===== src/rtl/bcd_sched.sv =====
// Round-robin scheduler sharing one binary-to-BCD converter between the hour,
// minute and second fields, holding the latest BCD result for each field.
module bcd_sched #(
    parameter int BIN_W    = 6,
    parameter int BCD_W    = 8,
    parameter int CONV_LAT = 8
) (
    input  logic             clk,
    input  logic             rst_n,
    input  logic [BIN_W-1:0] hour,
    input  logic [BIN_W-1:0] minu,
    input  logic [BIN_W-1:0] seco,
    input  logic             hour_vld,
    input  logic             minu_vld,
    input  logic             seco_vld,
    output logic [BIN_W-1:0] conv_bin,
    output logic             conv_vld,
    input  logic [BCD_W-1:0] conv_bcd,
    output logic [BCD_W-1:0] hour_bcd,
    output logic [BCD_W-1:0] minu_bcd,
    output logic [BCD_W-1:0] seco_bcd,
    output logic [2:0]       bcd_upd,
    output logic             busy
);
    localparam int CNT_W = (CONV_LAT > 1) ? $clog2(CONV_LAT) : 1;
    localparam logic [CNT_W-1:0] CNT_LOAD = CNT_W'(CONV_LAT - 1);

    typedef enum logic [1:0] {IDLE, ISSUE, WAIT} state_t;

    // Field index equals its bcd_upd bit: 2 hour, 1 minu, 0 seco.
    state_t           state;
    logic [2:0]       vld;
    logic [2:0]       pend;
    logic [2:0]       req;
    logic [1:0]       ptr;
    logic [1:0]       gnt;
    logic [1:0]       pick;
    logic [1:0]       cand1;
    logic [1:0]       cand2;
    logic             found;
    logic [CNT_W-1:0] cnt;
    logic [BIN_W-1:0] val   [3];
    logic [BIN_W-1:0] snap  [3];
    logic [BIN_W-1:0] issue_val;
    logic [BCD_W-1:0] bcd   [3];

    assign vld    = {hour_vld, minu_vld, seco_vld};
    assign val[2] = hour;
    assign val[1] = minu;
    assign val[0] = seco;

    assign hour_bcd = bcd[2];
    assign minu_bcd = bcd[1];
    assign seco_bcd = bcd[0];

    function automatic logic [1:0] next_field(input logic [1:0] f);
        return (f == 2'd0) ? 2'd2 : f - 2'd1;
    endfunction

    // In IDLE a request arriving this cycle is granted directly, saving the
    // cycle it would take to land in the pending flag.
    always_comb begin
        // NOTE: every always_comb output gets a default first so no latch is inferred.
        req   = (state == IDLE) ? (pend | vld) : pend;
        cand1 = next_field(ptr);
        cand2 = next_field(cand1);
        found = 1'b1;
        pick  = ptr;
        if (req[ptr])        pick = ptr;
        else if (req[cand1]) pick = cand1;
        else if (req[cand2]) pick = cand2;
        else                 found = 1'b0;
        issue_val = (state == IDLE && vld[pick]) ? val[pick] : snap[pick];
    end

    always_ff @(posedge clk) begin
        if (!rst_n) begin
            state    <= IDLE;
            conv_bin <= '0;
            conv_vld <= 1'b0;
            bcd_upd  <= 3'b000;
            busy     <= 1'b0;
            pend     <= 3'b000;
            ptr      <= 2'd2;
            gnt      <= 2'd2;
            cnt      <= '0;
            // NOTE: the three-entry snapshot/BCD arrays are plain flops, so they are reset like any other state.
            for (int f = 0; f < 3; f++) begin
                snap[f] <= '0;
                bcd[f]  <= '0;
            end
        end else begin
            conv_vld <= 1'b0;
            bcd_upd  <= 3'b000;
            case (state)
                IDLE: begin
                    if (found) begin
                        state    <= ISSUE;
                        conv_vld <= 1'b1;
                        conv_bin <= issue_val;
                        gnt      <= pick;
                        ptr      <= next_field(pick);
                        busy     <= 1'b1;
                    end
                end
                ISSUE: begin
                    pend[gnt] <= 1'b0;
                    cnt       <= CNT_LOAD;
                    state     <= WAIT;
                end
                WAIT: begin
                    if (cnt == '0) begin
                        bcd[gnt]     <= conv_bcd;
                        bcd_upd[gnt] <= 1'b1;
                        if (found) begin
                            state    <= ISSUE;
                            conv_vld <= 1'b1;
                            conv_bin <= issue_val;
                            gnt      <= pick;
                            ptr      <= next_field(pick);
                        end else begin
                            state <= IDLE;
                            busy  <= 1'b0;
                        end
                    end else begin
                        cnt <= cnt - 1'b1;
                    end
                end
                default: state <= IDLE;
            endcase
            // NOTE: this capture comes after the ISSUE clear, so a same-cycle request keeps its pending flag (last non-blocking write wins).
            for (int f = 0; f < 3; f++) begin
                if (vld[f]) begin
                    snap[f] <= val[f];
                    pend[f] <= 1'b1;
                end
            end
        end
    end
endmodule

===== config.mk =====
export PLATFORM = sky130hd
export DESIGN_NAME = bcd_sched
export DESIGN_NICKNAME = d
export VERILOG_FILES = /design/src/rtl/bcd_sched.sv
export SDC_FILE = /design/constraint.sdc
export NUM_CORES = 1
export LEC_CHECK = 0
export BUFFER_PORTS_ARGS = -buffer_cell sky130_fd_sc_hd__buf_2
export CAP_MARGIN = 30
export CELL_PAD_IN_SITES_DETAIL_PLACEMENT = 2
export CELL_PAD_IN_SITES_GLOBAL_PLACEMENT = 2
export CORE_UTILIZATION = 37
export CTS_CLUSTER_DIAMETER = 80
export DETAILED_ROUTE_END_ITERATION = 10
export PLACE_DENSITY_LB_ADDON = 0.1
export SETUP_SLACK_MARGIN = 0.1
export SYNTH_ARGS = -nofsm -noshare
export SYNTH_HDL_FRONTEND = slang
export SYNTH_SLANG_ARGS = --single-unit

===== constraint.sdc =====
create_clock -name clk -period 8.9 [get_ports clk]
set_input_delay 1.335 -clock clk [delete_from_list [all_inputs] [get_ports clk]]
set_output_delay 1.335 -clock clk [all_outputs]
set_load 0.02 [all_outputs]

; ---- Yosys cells after proc, flatten, opt, wreduce, memory -nomap -nowiden
; Memories as Yosys holds them, arrays and structs flattened.
; Index checks and enable logic that the tools add are counted.
[classes]
n_reduce_logical = 18
eq_ne = 6
n_bitwise = 7
order_cmp = 7
muxes = 70
addsub = 4
[op_table]
columns = cell, count
row1 = 6-bit 2-to-1 mux, 8
row2 = 1-bit 2-to-1 mux, 32
row3 = 2-bit 2-to-1 mux, 13
row4 = 2-bit by 3-bit less-than comparator with 1-bit output (second input constant), 5
row5 = 6-bit binary-select mux with 2-bit select, 1
row6 = 6-bit case mux with 2 select lines, 1
row7 = 2-bit nonzero test, 5
row8 = 3-bit 2-to-1 mux, 3
row9 = 1-bit binary-select mux with 2-bit select, 4
row10 = 2-bit logical NOT, 4
row11 = 8-bit 2-to-1 mux, 1
row12 = 2-bit != test (second input constant), 4
row13 = 2-bit case mux with 2 select lines, 2
row14 = 8-bit OR reduction, 1
row15 = 2-bit case mux with 3 select lines, 1
row16 = 3-bit case mux with 2 select lines, 1
row17 = 2-bit AND reduction, 3
row18 = 2-bit by 1-bit subtractor with 2-bit output (second input constant), 3
row19 = 1-bit case mux with 2 select lines, 2
row20 = 4-bit AND reduction, 1
row21 = 3-bit AND, 1
row22 = 3-bit greater-or-equal comparator (second input constant), 1
row23 = 3-bit logical NOT, 1
row24 = 2-bit inverter with 3-bit output, 1
row25 = 10 further kinds, 13
[totals]
input_bits = 31
wordCells = 125
ram_bits = 42
regBits = 23
mem_count = 2
[memory_table]
columns = name, depth, width, rd, rd_ports_with_merged_regs, wr, line_no
row1 = bcd, 3, 8, 3, 0, 3, 45  ; logic [BCD_W-1:0] bcd [3];
row2 = snap, 3, 6, 1, 0, 3, 43  ; logic [BIN_W-1:0] snap [3];

; ---- Longest topological paths before layout
; Gate-level depths: netlist of run 1.
[logic_depth]
ltp_word = 17
depth_mapped = 12
ltp_nobuf = 10

; ---- Least setup slack after synthesis of run 1
; No wires, ideal clock.
[synth_timing]
kind = input port to flip-flop
startpoint = input hour_vld
endpoint = register conv_bin[0]
setup_time_ns = 0.128
n_path_buf = 1
arrival_time_ns = 3.424
stages = 9
required_time_ns = 8.772
path_slack_ns = 5.348
path_cell_list = or3b_4 -> a211oi_4 -> nor4_1 -> o41a_1 -> o221a_1 -> a211oi_2 -> buf_4 -> and3b_1 -> o31ai_2
[synth_between]
elab_chain_len = 15
elab_cells_between_ends = 26
[synth_rtl]
columns = item, line_no
row1 = start: declaration, 13  ; input logic hour_vld,
row2 = 3-bit bitwise OR, 64  ; req = (state == IDLE) ? (pend | vld) : pend;
row3 = 3-bit 2-to-1 mux, 64
row4 = 1-bit binary-select mux with 2-bit select, 71  ; else if (req[cand2]) pick = cand2;
row5 = 1-bit 2-to-1 mux (implied by the code), 71
row6 = 2-bit 2-to-1 mux, 71
row7 = 2-bit 2-to-1 mux, 70  ; else if (req[cand1]) pick = cand1;
row8 = 2-bit 2-to-1 mux, 69  ; if (req[ptr]) pick = ptr;
row9 = 2-bit inverter with 3-bit output (implied by the code), 73  ; issue_val = (state == IDLE && vld[pick]) ? val[pick] : snap[pick];
row10 = 6-bit binary-select mux with 2-bit select, 73
row11 = 6-bit 2-to-1 mux (implied by the code) (2 in a row), 73
row12 = 6-bit 2-to-1 mux, 73
row13 = 6-bit 2-to-1 mux *, "97, 115"
row14 = 6-bit 2-to-1 mux, 112  ; if (cnt == '0) begin
row15 = 6-bit case mux with 2 select lines *, 95  ; case (state)
row16 = end signal: assignment, 100  ; conv_bin <= issue_val;
row17 = end signal: assignment, 118  ; conv_bin <= issue_val;
row18 = end: declaration, 16  ; output logic [BIN_W-1:0] conv_bin,
; Every way passes the cells marked *; elsewhere a longest branch is shown, timed or not. The select of a mux whose other input is x is not followed.
; A chain may end at the register's enable or synchronous reset.

; ---- Worst setup path after layout of run 1
[layout_timing]
startpoint = register ptr[1]
endpoint = register conv_bin[1]
[layout_between]
elab_chain_len = 17
elab_cells_between_ends = 30
[layout_rtl]
columns = item, line_no
row1 = start: declaration, 35  ; logic [1:0] ptr;
row2 = start signal: assignment, 102  ; ptr <= next_field(pick);
row3 = start signal: assignment, 120  ; ptr <= next_field(pick);
row4 = 2-bit by 1-bit subtractor with 2-bit output / 2-bit logical NOT (equally long branches), 57  ; return (f == 2'd0) ? 2'd2 : f - 2'd1;
row5 = 2-bit 2-to-1 mux, 57
row6 = 2-bit by 1-bit subtractor with 2-bit output / 2-bit logical NOT (equally long branches), 57
row7 = 2-bit 2-to-1 mux, 57
row8 = 1-bit binary-select mux with 2-bit select, 71
row9 = 1-bit 2-to-1 mux (implied by the code), 71
row10 = 2-bit 2-to-1 mux, 71
row11 = 2-bit 2-to-1 mux, 70
row12 = 2-bit 2-to-1 mux, 69
row13 = 2-bit inverter with 3-bit output (implied by the code), 73
row14 = 6-bit binary-select mux with 2-bit select, 73
row15 = 6-bit 2-to-1 mux (implied by the code) (2 in a row), 73
row16 = 6-bit 2-to-1 mux, 73
row17 = 6-bit 2-to-1 mux *, "97, 115"
row18 = 6-bit 2-to-1 mux, 112
row19 = 6-bit case mux with 2 select lines *, 95
; Marks and branches as above.

==> results of run 1 <==
## routing by layer
layer / vias up / routed length (um) / GRT usage (%)
met5: - / 0 / 0
met4: 0 / 116 / 6.50
met3: 12 / 378 / 6.18
met2: 57 / 5130 / 40.1
met1: 1360 / 4130 / 26.6
li1: 1275 / - / -
## sequential cells by signal (all words and copies together), names as in the netlist, 3 cells and up
signal	count
bcd	24
snap	18
conv_bin	6
bcd_upd	3
cnt	3
pend	3
## worst max-delay path by stage
stage,to,slack (ns),cells after the start
after floorplan,conv_bin[0],5.35,9
after global placement,conv_bin[1],4.58,10
after detailed placement,conv_bin[1],4.40,10
after CTS,conv_bin[1],4.64,10
after global routing,conv_bin[2],4.35,10
final,conv_bin[1],4.61,11
## worst register-to-register path: cells and delay by family, from the launching register on
kind	cells	cell delay [ns]
compound gates	6	1.97
simple gates	1	0.31
mux	1	0.16
fa+ha+maj	1	0.38
buf+inv	2	0.65
flops	1	0.70
## power groups by stage
stage / Combinational, mW / Sequential (mW) / Clock (mW)
finish: 0.632 / 0.422 / 0.274
global route: 0.701 / 0.429 / 0.294
CTS: 0.636 / 0.423 / 0.281
detailed placement: 0.629 / 0.429 / 0
global placement: 0.603 / 0.425 / 0
floorplan: 0.457 / 0.426 / 0
## area by class of cell
type	count	area share [%]
inverters	13	1.24
clock inverters	5	2.03
flip-flops and latches	65	43.7
repair buffers	68	8.83
well taps	108	3.43
multi-input cells	226	37.4
clock buffers	11	3.34
## logic make-up (layout without fill, tap and decap cells)
logic type	Yosys count	in the layout	synth area share, %
simple gates	140	140	23.5
compound gates	69	69	15.4
flops	65	65	52.1
buf+inv	27	97	3.29
mux	13	13	4.17
fa+ha+maj	4	4	1.51
## cells in the mapped netlist (all sizes together) (7+ instances only)
master,n
nand3,14
dfxtp,23
edfxtp,42
or2,7
mux2i,7
inv,12
clkbuf,8
nand2,28
and2,43
nor2,17
a21oi,21
nand2b,7
o21ai,12
==> metrics.yaml, run 1 <==
status:
  status: "finished, final reports clean"
clock_tree:
  cts_root_buf: "clkbuf_8"
  clockBufferDepth: 2
  cts_max_level: 3
  cts_resized: 0
  insertion_delay_ns: 0.35
  path_clk_slew_ns: 0.08
  postCtsSetupBuffers: 0
  cts_buffers: 9
  cts.sinks: 65
  holdBufCountCts: 0
  cts_tree: "done"
route:
  final_antenna_net_count: 0
  drt-total-wl_um: 9750
  firstDrtPassIters: 4
  vias: 2704
  wire_per_inst_um: 19.7
  via_per_inst: 5.45
  drc_errors: 0
  drtIter0Drc: 57
layout:
  multiInputGateArea_sq_mm: 0.00147
  regArea_sq_mm: 0.00172
  num_antenna_cells: 0
  syn2layout_area_growth_pct: 19.2
  fin_util_pct: 45.4
  layout_common_cells: "65 x buf_2, 43 x and2_1, 42 x edfxtp_1"
  nets: 418
  fillers: 937
  drive_gt1_share_pct: 26.5
  design_area_sq_mm: 0.00394
  stdcell_count: 496
  final_common_cell: "buf_2"
setup_path:
  cp.required_ns: 9.13
  cp.arrival_ns: 4.52
  crit_fanout: 22
  crit_type: "reg2reg"
  critPathSlowestCell: "a211oi_2"
  timing.rr.end: "conv_bin[1]"
  r2r_slack_ns: 4.61
  cp.buffers_inverters: 2
  cpPeakStageDelay_ns: 0.80
  endpoint_kind: "register"
  r2r_start: "ptr[1]"
  reg2reg_depth: 11
  worstSetupStartpoint: "ptr[1]"
  critical_path.top_delay_family: "compound AO/OA/AOI/OAI gates"
  crit_path_cell_trace: "inv_1 > ha_1 > a221oi_1 > o211ai_1 > a21boi_1 > o41a_1 > buf_4 > mux2i_1 > a211oi_2 > and3b_1 > o31ai_2"
  start_kind: "register"
power:
  sw_frac_of_total_pct: 42.4
  p_int_uw: 765
  power_density_mw_per_mm2: 337
  irDropWorstVdd_uv: 145
  power.switching_uw: 564
  p_leak_nw: 1.62
  comb_power_share_pct: 47.6
  power_mw: 1.33
  clockPowerShare_pct: 20.6
  power_frac_seq_pct: 31.8
synthesis:
  yosys_warnings: 0
  synth_seq_area_share_pct: 52.1
  syn-cell-area_sq_mm: 0.00330
  synth-seq-cells: 65
  synth.avg_cell_area_sq_um: 10.4
  yosys_most_used_dff: "edfxtp_1"
  synth_edf_count: 42
  synth_cells: 318
  synth_top_area_share_pct: 38.2
  syn-num-nets: 353
  synthArstFlopShare_pct: 0
  yosys-top-cells-area: "edfxtp_1 38%, dfxtp_1 14%, and2_1 8.1%, nand2_1 3.2%, a21oi_1 3.0%"
  synth_cell_types: 56
  yosys.area.top_type: "edfxtp_1"
global_route:
  overflow: 0
  grt_pass1_vias: 2845
  antenna_found_initial: 0
  grt_usage_pct: 22.6
  grt_max_degree: 23
  grt_pass1_wl_um: 15200
sta:
  hold-worst-slack_ns: 0.488
  rsz0062_at_grt: "no"
  fmax_ghz: 0.233
  period_share_pct: 48.2
  setup_tns_ns: 0
  finalWorstSetupSlack_ns: 4.61
  slew_violations: 0
  fin_skew_ns: 0.0126
  worst_pin_slew_ns: 0.945
  min_period_ns: 4.29
  finalSetupViolations: 0
  hold_violations: 0
  slew-limit-headroom_pct: 36.8
die:
  num_rows: 34
  design.core.area_sq_mm: 0.00868
  start_util_pct: 38.1
  ioPinCount: 66
  die_h_um: 96.5
  die_w_um: 96.5
  die_area_sq_mm: 0.00931
hold_path:
  hp-start: "conv_bin[2]"
  hold_depth: 2
  hold_class: "reg2reg"
  whs_endpoint: "conv_bin[2]"
job:
  max-cap-violations: 0
placed_design:
  dp_hpwl_um: 6960
  portBuffers: 65
  place_area_sq_mm: 0.00372
  gp_congestion: 0.834
  dpl.cell_count: 479
  post-place-ws_ns: 4.40
Power figures use the tool's default switching activity.
==> inputs of run 2 (changes only) <==
--- a/config.mk
+++ b/config.mk
@@ -9,7 +9,7 @@
 export CAP_MARGIN = 30
 export CELL_PAD_IN_SITES_DETAIL_PLACEMENT = 2
 export CELL_PAD_IN_SITES_GLOBAL_PLACEMENT = 2
-export CORE_UTILIZATION = 37
+export CORE_UTILIZATION = 35
 export CTS_CLUSTER_DIAMETER = 80
 export DETAILED_ROUTE_END_ITERATION = 10
 export PLACE_DENSITY_LB_ADDON = 0.1
==> constraint.sdc (replaced) <==
create_clock -name clk -period 4.4 [get_ports clk]
set_input_delay 0.66 -clock clk [delete_from_list [all_inputs] [get_ports clk]]
set_output_delay 0.66 -clock clk [all_outputs]
set_load 0.02 [all_outputs]
==> run 2 against run 1 <==
Effect of this change:
- utilization down 2.7 points
- combinational power up 100%
- die area up 5.6%
- final cell count up 0.81%
- largest power group unchanged
==> metrics.yaml, run 2 (synthesis gave the netlist of run 1 again) <==
route:
  wire_per_inst_um: 18.5  # -6.0%
  via_per_inst: 5.36  # -1.7%
  drt-total-wl_um: 9250  # -5.2%
  final_antenna_net_count: 0  # unchanged
  vias: 2680  # -0.89%
  drc_errors: 0  # unchanged
  firstDrtPassIters: 4  # unchanged
  drtIter0Drc: 54  # -5.3%
sta:
  worst_pin_slew_ns: 1.02  # +0.0789 ns
  setup_tns_ns: 0  # unchanged
  min_period_ns: 3.71  # -0.582 ns
  fin_skew_ns: 0.00858  # -0.00404 ns
  rsz0062_at_grt: "no"
  fmax_ghz: 0.270  # +16%
  period_share_pct: 84.3  # +36 points
  slew-limit-headroom_pct: 31.6  # -5.3 points
  slew_violations: 0  # unchanged
  hold_violations: 0  # unchanged
  finalSetupViolations: 0  # unchanged
layout:
  syn2layout_area_growth_pct: 18.8
  layout_common_cells: "65 x buf_2, 43 x and2_1, 42 x edfxtp_1"
  regArea_sq_mm: 0.00172  # unchanged
  final_common_cell: "buf_2"
  largest_reg_flops: 24  # unchanged
  drive_gt1_share_pct: 27.0  # +0.45 points
  top_regs: "bcd (24), snap (18), conv_bin (6)"
  top_register: "bcd"
  multiInputGateArea_sq_mm: 0.00147  # unchanged
  nets: 419  # +0.24%
  fillers: 1023  # +9.2%
  num_antenna_cells: 0  # unchanged
setup_path:
  endpoint_kind: "register"
  cp.buffers_inverters: 2  # unchanged
  critPathSlowestCell: "a211oi_2"
  r2r_slack_ns: 0.69  # -3.92 ns
  cp_common_cell: "o21ai_1"
  crit_fanout: 13  # -41%
  critical_path.top_delay_family: "compound AO/OA/AOI/OAI gates"
  crit_type: "reg2reg"
  crit_path_cell_trace: "buf_4 > inv_1 > ha_1 > a22oi_1 > o2111ai_1 > o21ai_1 > o41a_1 > o221a_1 > a211oi_2 > o21ai_1 > a31oi_1"
  cp.required_ns: 4.67  # -4.46 ns
  cpPeakStageDelay_ns: 0.72  # -0.08 ns
  start_kind: "register"
  cp.arrival_ns: 3.98  # -0.54 ns
placed_design:
  portBuffers: 65  # unchanged
  gp_congestion: 0.764  # -8.4%
  dp_hpwl_um: 6900  # -0.80%
power:
  comb_power_share_pct: 49.2  # +1.6 points
  p_leak_nw: 1.61  # -0.43%
  power_density_mw_per_mm2: 668  # +98%
  irDropWorstVdd_uv: 252  # +74%
  power_mw: 2.62  # +97%
  p_int_mw: 1.49  # +95%
  power.switching_mw: 1.13  # +100%
  clockPowerShare_pct: 18.8  # -1.8 points
  sw_frac_of_total_pct: 43.1  # +0.67 points
  power_frac_seq_pct: 31.9  # about the same
global_route:
  antenna_found_initial: 0  # unchanged
  overflow: 0  # unchanged
  grt_max_degree: 22  # -4.3%
  grt_pass1_vias: 2830  # -0.53%
  grt_pass1_wl_um: 14900  # -2.3%
  grt_usage_pct: 19.9  # -2.7 points
status:
  status: "finished, final reports clean"
clock_tree:
  cts_max_level: 3  # unchanged
  cts_buffers: 9  # unchanged
  cts_resized: 0  # unchanged
  cts.sinks: 65  # unchanged
  cts_root_buf: "clkbuf_8"
  insertion_delay_ns: 0.34  # about the same
  path_clk_slew_ns: 0.07  # about the same
  cts_tree: "done"
  holdBufCountCts: 0  # unchanged
  postCtsSetupBuffers: 0  # unchanged
  clockBufferDepth: 2  # unchanged
die:
  design.core.area_sq_mm: 0.00920  # +6.0%
  num_rows: 35  # +2.9%
  die_w_um: 99.2  # +2.8%
  ioPinCount: 66  # unchanged
  die_h_um: 99.2  # +2.8%
  die_area_sq_mm: 0.00983  # +5.6%
  start_util_pct: 35.9  # -2.1 points
hold_path:
  hold_class: "reg2reg"
job:
  max-cap-violations: 0  # unchanged
[run 2: final timing paths]
kind	startpoint	endpoint	cells after the start
max reg2reg	ptr[1]	conv_bin[4]	11
min	conv_bin[2]	conv_bin[2]	2
min reg2reg	conv_bin[2]	conv_bin[2]	2
max	ptr[1]	conv_bin[4]	11
[run 2: layer usage]
metal	share of wire, %	track usage (%)	wire length (um)	up-vias
li1	-	-	-	1277
met1	47	24.8	4340	1327
met2	48	34.9	4470	66
met3	3.5	3.58	327	10
met4	1.1	7.13	106	0
met5	0	0	0	-
[run 2: stage by stage]
step | cell area, sq um | cells | setup slack (ns) | util [%] | hold slack, ns
2_1_floorplan | 3300 | 318 | 1.52 | - | 0.473
3_3_place_gp | 3730 | 483 | 0.801 | 40.6 | 0.469
3_5_place_dp | 3740 | 484 | 0.642 | 40.7 | 0.476
4_1_cts | 3930 | 500 | 0.663 | 42.7 | 0.491
5_1_grt | 3930 | 500 | 0.371 | 42.7 | 0.502
6_report | 3930 | 500 | 0.690 | 42.7 | 0.484
[run 2: layout make-up]
type / instances / area share [%]
clock inverters: 6 / 1.50
flip-flops and latches: 65 / 43.9
repair buffers: 69 / 9.05
clock buffers: 10 / 3.25
inverters: 13 / 1.24
well taps: 111 / 3.54
multi-input cells: 226 / 37.6
[run 2: power groups by stage]
stage | clock network [mW] | logic, mW | registers [mW]
after floorplan | 0 | 0.925 | 0.862
after global placement | 0 | 1.23 | 0.845
after detailed placement | 0 | 1.28 | 0.850
after CTS | 0.504 | 1.31 | 0.837
after global routing | 0.527 | 1.43 | 0.848
final | 0.493 | 1.29 | 0.837
[run 2: worst reg2reg max path: cells and delay by family, from the launching register on]
family                   cells  cell delay [ns]
AO/OA/AOI/OAI                8             2.55
buffers and inverters        2             0.43
adder cells (fa/ha/maj)      1             0.36
flip-flops                   1             0.30
==> inputs of run 3 (changes only) <==
--- a/config.mk
+++ b/config.mk
@@ -9,7 +9,7 @@
 export CAP_MARGIN = 30
 export CELL_PAD_IN_SITES_DETAIL_PLACEMENT = 2
 export CELL_PAD_IN_SITES_GLOBAL_PLACEMENT = 2
-export CORE_UTILIZATION = 35
+export CORE_UTILIZATION = 31
 export CTS_CLUSTER_DIAMETER = 80
 export DETAILED_ROUTE_END_ITERATION = 10
 export PLACE_DENSITY_LB_ADDON = 0.1
==> constraint.sdc (replaced) <==
create_clock -name clk -period 3.08 [get_ports clk]
set_input_delay 0.462 -clock clk [delete_from_list [all_inputs] [get_ports clk]]
set_output_delay 0.462 -clock clk [all_outputs]
set_load 0.02 [all_outputs]
==> run 3 against run 2 <==
Effect of this change:
- maximum frequency up 31%
- setup slack lost 0.44 ns
- routed wire length increased by 6.2%
- total power grew 51%
- sequential share of layout area shrank 2.5 points
- critical path depth did not move
- clock power rose by 40%
- final cell count grew 9.0%
- first-iteration DRC count rose by 17%
- via count up 2.6%
- highest routed layer unchanged
==> metrics.yaml, run 3 (synthesis gave the netlist of run 1 again) <==
status:
  status: "finished, final reports clean"
placed_design:
  dp_hpwl_um: 7350  # +6.5%
  gp_congestion: 0.841  # +10%
  portBuffers: 65  # unchanged
sta:
  rsz0062_at_grt: "no"
  fin_skew_ns: 0.00915  # +0.000574 ns
  min_period_ns: 2.83  # -0.884 ns
  worst_pin_slew_ns: 0.471  # -0.553 ns
  fmax_ghz: 0.354  # +31%
  finalSetupViolations: 0  # unchanged
  period_share_pct: 91.7  # +7.4 points
  hold_violations: 0  # unchanged
  setup_tns_ns: 0  # unchanged
  slew_violations: 0  # unchanged
  slew-limit-headroom_pct: 68.5  # +37 points
route:
  drc_errors: 0  # unchanged
  firstDrtPassIters: 4  # unchanged
  via_per_inst: 5.05  # -5.8%
  vias: 2751  # +2.6%
  final_antenna_net_count: 0  # unchanged
  drtIter0Drc: 63  # +17%
  wire_per_inst_um: 18.0  # -2.6%
  drt-total-wl_um: 9820  # +6.2%
job:
  max-cap-violations: 0  # unchanged
clock_tree:
  holdBufCountCts: 0  # unchanged
  insertion_delay_ns: 0.35  # about the same
  cts.sinks: 65  # unchanged
  clockBufferDepth: 2  # unchanged
  path_clk_slew_ns: 0.08  # about the same
  cts_tree: "done"
  cts_buffers: 9  # unchanged
  cts_root_buf: "clkbuf_8"
  cts_max_level: 3  # unchanged
global_route:
  grt_usage_pct: 19.0  # -0.95 points
  grt_pass1_vias: 2956  # +4.5%
  grt_pass1_wl_um: 15900  # +6.7%
  antenna_found_initial: 0  # unchanged
  overflow: 0  # unchanged
  grt_max_degree: 20  # -9.1%
hold_path:
  whs_endpoint: "pend[2]"
  hold_depth: 3  # +1
  hold_class: "in2reg"
  hp-start: "hour_vld"
setup_path:
  timing.rr.end: "conv_bin[2]"
  reg2reg_depth: 11  # unchanged
  r2r_slack_ns: 0.25  # -0.44 ns
  crit_fanout: 12  # -1
  start_kind: "register"
  cp.required_ns: 3.30  # -1.37 ns
  endpoint_kind: "register"
  r2r_start: "ptr[0]"
  critPathSlowestCell: "o41a_1"
  cp.arrival_ns: 3.04  # -0.94 ns
  cpPeakStageDelay_ns: 0.49  # -0.23 ns
  crit_type: "reg2reg"
  crit_path_cell_trace: "inv_1 > ha_2 > a221oi_2 > o2111ai_1 > o21ai_1 > o41a_1 > o221a_1 > a211oi_2 > buf_6 > and3b_1 > o31ai_2"
die:
  design.core.area_sq_mm: 0.0103  # +12%
  die_w_um: 105  # +6.1%
  num_rows: 37  # +5.7%
  die_area_sq_mm: 0.0111  # +13%
  die_h_um: 105  # +6.1%
  start_util_pct: 32.0  # -3.9 points
  ioPinCount: 66  # unchanged
power:
  p_leak_nw: 1.72  # +6.4%
  power_mw: 3.97  # +51%
  irDropWorstVdd_uv: 313  # +24%
  power_density_mw_per_mm2: 954  # +43%
layout:
  layout_common_cells: "65 x buf_2, 43 x and2_1, 42 x edfxtp_1"
  nets: 439  # +4.8%
  num_antenna_cells: 0  # unchanged
  drive_gt1_share_pct: 32.8  # +5.8 points
  top_regs: "bcd (24), snap (18), conv_bin (6)"
  top_register: "bcd"
  largest_reg_flops: 24  # unchanged
  syn2layout_area_growth_pct: 25.9
  final_common_cell: "buf_2"
run 3: changes by cell type in the layout (fill, tap and decap cells not counted), moves of 2 or more:
| cell | change |
|---|---|
| inv_6 | +2 |
| clkinv_4 | +2 |
| clkinv_2 | -2 |
| ha_1 | -2 |
| buf_4 | +19 |
run 3: area by class of cell:
type	instances	area, sq um
Clock buffer	9	124
Clock inverter	7	61.3
Multi-Input combinational cell	226	1520
Inverter	13	48.8
Fill cell	1105	6160
Sequential cell	65	1720
Tap cell	136	170
Timing Repair Buffer	89	509
run 3: power breakdown:
group	total, mW	leakage, nW	switching [mW]	internal [mW]
clock network	0.690	0.0884	0.385	0.306
logic	2.10	0.999	1.24	0.859
registers	1.17	0.630	0.101	1.07
run 3: worst max path at each step:
stage	startpoint	end	cells after the start
2_1_floorplan	ptr[0]	conv_bin[0]	11
5_1_grt	ptr[0]	conv_bin[2]	11
6_report	ptr[0]	conv_bin[2]	11
3_3_place_gp	ptr[0]	conv_bin[3]	11
4_1_cts	ptr[1]	conv_bin[2]	10
3_5_place_dp	ptr[0]	conv_bin[4]	11
run 3: critical path: cells and delay by family, from the launching register on:
family,cells,cell delay [ns]
buffers and inverters,2,0.27
AO/OA/AOI/OAI,7,1.43
adder cells (fa/ha/maj),1,0.41
AND/OR/NAND/NOR,1,0.19
flip-flops,1,0.40
run 3: layer usage:
layer / vias up / GRT usage (%) / part of all wire, %
met3: 6 / 3.96 / 3.0
met1: 1381 / 24.0 / 46
met2: 47 / 32.7 / 50
li1: 1317 / - / -
met4: 0 / 5.43 / 0.66
met5: - / 0 / 0
run 3: metrics by stage:
| stage | cell area [sq um] | setup slack (ns) | util [%] | hold slack, ns | instances |
|---|---|---|---|---|---|
| floorplan | 3300 | 0.273 | - | 0.473 | 318 |
| global placement | 3910 | 0.114 | 37.9 | 0.470 | 528 |
| detailed placement | 3910 | 0.0603 | 37.9 | 0.480 | 528 |
| CTS | 4110 | 0.121 | 39.8 | 0.390 | 545 |
| global route | 4160 | 0.115 | 40.3 | 0.388 | 545 |
| finish | 4160 | 0.255 | 40.3 | 0.408 | 545 |
run 3: repair_timing:
| item | in CTS | in global routing |
|---|---|---|
| endpoints found under the setup margin | 5 | 8 |
| setup buffers | 1 | 0 |
| pin swaps | 1 | 0 |
| gates resized for setup | 1 | 9 |
